File: src/rtl/prog_mod_counter.sv
// prog_mod_counter: programmable modulo up/down counter with terminal-count pulse and divided clock
//   i_clk, i_areset_n        clock, asynchronous active-low reset
//   i_clear, i_load, i_en    synchronous clear > load > enable
//   i_load_val, i_max        load value, terminal value (modulus i_max+1)
//   i_up, i_mode             direction, clk_out mode (0 pulse, 1 toggle)
//   o_count, o_tc, o_clk_out registered count, wrap pulse, divided clock
module prog_mod_counter #(
  parameter int WIDTH   = 8,
  parameter int RST_DIR = 1
) (
  input  logic             i_clk,
  input  logic             i_areset_n,
  input  logic             i_clear,
  input  logic             i_load,
  input  logic [WIDTH-1:0] i_load_val,
  input  logic             i_en,
  input  logic             i_up,
  input  logic             i_mode,
  input  logic [WIDTH-1:0] i_max,
  output logic [WIDTH-1:0] o_count,
  output logic             o_tc,
  output logic             o_clk_out
);
  logic [WIDTH-1:0] r_count;
  logic             r_tc;
  logic             r_clk_out;
  logic             w_hit;
  logic             w_wrap;
  logic [WIDTH-1:0] w_step;
  if (WIDTH < 2 || RST_DIR < 0 || RST_DIR > 1) begin : g_bad_param
    $error("prog_mod_counter: WIDTH must be >= 2 and RST_DIR 0 or 1");
  end
  // out-of-range counts (after a load or a shrinking max) fall into the wrap branch
  always_comb begin
    w_hit  = i_up ? (r_count >= i_max) : (r_count == '0 || r_count > i_max);
    w_wrap = ~i_clear & ~i_load & i_en & w_hit;
    w_step = i_up ? (w_hit ? '0 : r_count + 1'b1) : (w_hit ? i_max : r_count - 1'b1);
  end
  always_ff @(posedge i_clk or negedge i_areset_n) begin
    if (!i_areset_n) begin
      r_count   <= '0;
      r_tc      <= 1'b0;
      r_clk_out <= 1'b0;
    end else begin
      r_count   <= i_clear ? '0 : i_load ? i_load_val : i_en ? w_step : r_count;
      r_tc      <= w_wrap;
      r_clk_out <= ~i_clear & (i_mode ? r_clk_out ^ w_wrap : w_wrap);
    end
  end
  assign o_count   = r_count;
  assign o_tc      = r_tc;
  assign o_clk_out = r_clk_out;
endmodule

File: config.mk
export PLATFORM = sky130hd
export DESIGN_NAME = prog_mod_counter
export DESIGN_NICKNAME = d
export VERILOG_FILES = /design/src/rtl/prog_mod_counter.sv
export SDC_FILE = /design/constraint.sdc
export NUM_CORES = 1
export LEC_CHECK = 0
export BUFFER_PORTS_ARGS = -buffer_cell sky130_fd_sc_hd__buf_4
export CAP_MARGIN = 5
export CORE_AREA = 2 2 54 56
export CTS_CLUSTER_DIAMETER = 30
export DETAILED_ROUTE_END_ITERATION = 6
export DIE_AREA = 0 0 56 58
export PLACE_DENSITY = 0.66
export SYNTH_ARGS = -nofsm -noshare
export SYNTH_HDL_FRONTEND = slang
export SYNTH_SLANG_ARGS = --single-unit
File: constraint.sdc
create_clock -name i_clk -period 7.4 [get_ports i_clk]
set_input_delay 0.74 -clock i_clk [delete_from_list [all_inputs] [get_ports i_clk]]
set_output_delay 0.74 -clock i_clk [all_outputs]
set_load 0.01 [all_outputs]
# Yosys cells after proc, flatten, opt, wreduce, memory -nomap -nowiden
# Cells that the tools add are included.
# totals
out_inout_bits,10
input_bits,23
register_bits,10
elab_cells,25
# op_classes
add_sub_neg,2
n_mux,8
bitwise_logic,7
n_lt_le_gt_ge,2
reduce_logical,3
# ops
cell,count
two-way mux 8 bit,6
adder 8 x 1 -> 8 bit (second input constant),1
greater-or-equal comparator 8 bit,1
greater-than comparator 8 bit,1
logical NOT 8 bit,1
subtractor 8 x 1 -> 8 bit (second input constant),1
AND 1 bit,4
nonzero test 3 bit,1
two-way mux 1 bit,2
NOT 1 bit,2
logical OR 1 bit,1
XOR 1 bit,1

# Longest topological paths before layout
# logic_depth
depth_word,8
mapped_depth,9
depth_no_buf,8

# Least setup slack after synthesis
# OpenSTA, ideal clock, no wires.
# synth_path
path_type,input -> register
startpoint,input port i_up
endpoint,register r_count[0] (netlist: o_count[0])
setup_ns,0.096
t_arrival_ns,2.591
path_buffers,1
slack_ns,4.714
cell_stages,7
t_required_ns,7.304
cell_sequence,buf_2 > or4_4 > nor4_4 > a21oi_2 > and3_4 > or4b_4 > a311oi_2
# synth_between
elab_chain_cells,6
word_cells_on_any_way,7
classes_between,mux: 7
# synth_rtl
item,line_no,rtl
"start, declared",17,"input logic i_up,"
two-way mux 1 bit,35,w_hit = i_up ? (r_count >= i_max) : (r_count == '0 || r_count > i_max);
two-way mux 8 bit,37,w_step = i_up ? (w_hit ? '0 : r_count + 1'b1) : (w_hit ? i_max : r_count - 1'b1);
two-way mux 8 bit *,37,
two-way mux 8 bit * (3 in series),45,r_count <= i_clear ? '0 : i_load ? i_load_val : i_en ? w_step : r_count;
"end signal, assigned",45,
"end, declared",24,logic [WIDTH-1:0] r_count;
# Every way passes the cells marked *; elsewhere a longest branch is shown, timed or not. The select of a mux whose other input is x is not followed.
# A chain may end at the register's enable or synchronous reset.

# Worst setup path after layout
# Same ends and word-level chain as after synthesis.

==> results.md <==
* Status: completed
* Max-cap violations at 0
* Compound-Gate Fraction of Synth Area at between 20% and 30%
* Sw frac at 35.9%
* Post-Syn Area at 1090 um^2
* Syn_nets at 167
* Final Hold Viols at 0
* P_int at approximately 0.12 mW
* Num Clock Sinks at 10
* WL final at 2910 um
* Drt pass-1 iters at 4
* Top_reg_cell synth: dfrtp_1
* Mux share of post-synthesis cell area at 3.78%
* Synth top area share at 22.9%
* Routed via count at 1136
* Largest area contributor in the netlist: dfrtp_1
* Antenna viol nets, final at 0
* Remaining Overflow, GRT at 0
* Startpoint Class: input port
* Comb pwr share at ~43%
* Port Buffers at 32
* Total core area at ~2700 um^2
* First-pass GRT wire length at 4890 um
* Clock power share at 18.9%
* Starting Density at between 40% and 50%
* Final WS setup at around 4800 ps
* Post-cts repair resize count at 0
* Bufs and invs on worst path at 1
* Initial antenna violation count at 0
* CP Max Fanout at 17
* Yosys Warn Count at 0
* Final worst path period share at 35.4%
* Critical path capture point type: flip-flop
* Max Slew Vio Count at 0
* Setup repair after global routing missed its margin: false
* Syn Area/Cell at around 8.2 um^2
* FF+latch count, synth at 10
* Worst path top cell family by delay: simple AND/OR/NAND/NOR gates
* Die W at 56 um
* WP data arrival at 2780 ps
* Vias in the first global route at 1058
* Async set-or-reset flop fraction in the synthesized netlist at 100%
* Net switching power figure at 0.0655 mW
* Clk_lat worst skew at 250 ps
* Minimum clock period at 2620 ps
* Die area at 3250 um^2
* Least-Margin Pin Slew at between 400 and 500 ps
* Pwr dens at 134 nW/um^2
* Area Overhead vs Synth at 24.3%
* Slowest Stage Delay on Critical Path at 530 ps
* M1 GR Usage at between 20 and 25%
* Post-Synthesis Cells at 133
* Slowest CP cell: or4_4
* Worst Setup Path Type: input port to flip-flop
* Largest net degree at the start of global routing at 18
* Post-CTS Setup Bufs at 0
* Crit-path cells: buf_4 > or4_4 > nor4_4 > a21oi_2 > and3_4 > or4b_4 > a311oi_2
* Top post-synthesis cells by area: dfrtp_1, ha_1, a21oi_1
* Clock Tree Buf Depth at 2
* Layout Skew at 0.412 ps
* TritonCTS clock tree: built
* Met3 usage at approximately 4.7%
* M2 GR Usage at 32.6%
* Place WS at 4520 ps
* Commonest non-fill, non-tap cells in the layout: buf_4, nor2_1, ha_1
* Seq/Total Area, Yosys at 22.9%
* Slew headroom at between 70% and 80%
* RePlAce Congestion at approximately 0.9
* Fraction of layout cells with a size suffix above 1 at a little over a quarter
* Flop pwr share at 37.7%
* VDD IR-drop max at 0.151 mV
* Row count at 19
* Diodes inserted at 0
* CTS Hold Bufs at 0
* Max H-tree Level at 1
* Via density at 5.92
* Post-synthesis adder-cell area fraction at 12.6%
* Required time of the worst setup path at around 7600 ps
* Post-synth EDFFs at 0
* GR Util All Layers at 19.0%
* Post-Synth XOR/XNOR Area at 5.61%
* Final #Nets at ~200
* Leak at 0.635 nW
* Detailed placement HPWL at 2300 um
* Main combinational cell family by area after synthesis: simple AND/OR/NAND/NOR gates
* DRC viols at 0
* Synth cell types at 43
* Grt peak-use layer: met2
* Worst Hold Class: input port to async pin
* Fin Setup TNS at 0 ps
* Post-Synth Simple-Gate Area at 25.4%
* Max Clk Rate at 0.382 GHz
* Final setup fails at 0
* Die height at roughly 58 um
* Most common cell after layout, fill and taps aside: buf_4
* Ports at 33
* 1st-iter DRT viols at 39
* Routed length per instance at 15.1 um
* Total CTS buffers at 3
* Reg clk slew, reported paths at 60 ps
* CTS root buffer: clkbuf_4
-- worst reg2reg max path, cell delays in order (launching register included) --
cell	delay, ps
dfrtp_1	500
or4_4	620
nor4_4	260
a21oi_2	110
and3_4	250
or4b_4	520
a311oi_2	190
-- area by class of cell --
| cell class | count | area (um^2) |
|---|---|---|
| fillers | 276 | 1310 |
| multi-input cells | 106 | 768 |
| flip-flops and latches | 10 | 250 |
| repair buffers | 32 | 240 |
| well taps | 31 | 38.8 |
| inverters | 10 | 37.5 |
| clock buffers | 3 | 22.5 |
-- routing by layer --
layer | part of all wire, % | wire (um)
met4 | 0.65 | 19
met3 | 5.8 | 170
met2 | 50 | 1450
met1 | 44 | 1270
met5 | 0 | 0
-- power by group through the flow --
stage / logic, mW / registers (mW) / clock network, mW
3_3_place_gp: 0.0775 / 0.0696 / 0
2_1_floorplan: 0.0524 / 0.0681 / 0
5_1_grt: 0.0887 / 0.0699 / 0.0401
6_report: 0.0791 / 0.0688 / 0.0344
3_5_place_dp: 0.0792 / 0.0697 / 0
4_1_cts: 0.0796 / 0.0688 / 0.0359
-- path summary, 6_finish.rpt --
kind                         endpoint  slack [ps]  depth (start not counted)  startpoint
hold reg to reg             o_clk_out         660                          3   o_clk_out
min in group i_clk          o_clk_out         660                          3   o_clk_out
setup / recovery           o_count[0]        4780                          7        i_up
hold / removal             o_count[6]         300                          1  i_areset_n
setup reg to reg           o_count[0]        4860                          6  o_count[2]
max in group asynchronous  o_count[3]        6960                          1  i_areset_n
-- state kept, by name, summed over array words and instances (netlist names) --
signal,flops
o_count,8
o_clk_out,1
o_tc,1
-- cells in the mapped netlist (3+ instances only) --
library cell and count:
ha_1 11, nor2_1 11, a21oi_1 10, dfrtp_1 10, inv_1 10, nand2_1 10, o21ai_0 8, nand4_1 5
clkbuf_1 4, nand3_1 4, xnor2_1 4, mux2i_1 3, nor2b_1 3, nor3b_1 3, xor2_1 3
-- stage by stage --
| stage | hold slack [ps] | utilization [%] | cells | total power [mW] | area [um^2] |
|---|---|---|---|---|---|
| 2_1_floorplan | 444 | - | 133 | 0.120 | 1090 |
| 3_3_place_gp | 575 | 50.1 | 189 | 0.147 | 1340 |
| 3_5_place_dp | 576 | 50.1 | 189 | 0.149 | 1340 |
| 4_1_cts | 299 | 51.0 | 192 | 0.184 | 1360 |
| 5_1_grt | 289 | 51.0 | 192 | 0.199 | 1360 |
| 6_report | 300 | 51.0 | 192 | 0.182 | 1360 |
-- logic make-up (layout without fill, tap and decap cells) --
group / after synthesis / in the layout
mux: 4 / 4
buf+inv: 17 / 45
fa+ha+maj: 11 / 11
xor+xnor: 7 / 7
simple gates: 47 / 47
compound gates: 37 / 37
flops: 10 / 10
Power figures use the tool's default switching activity.
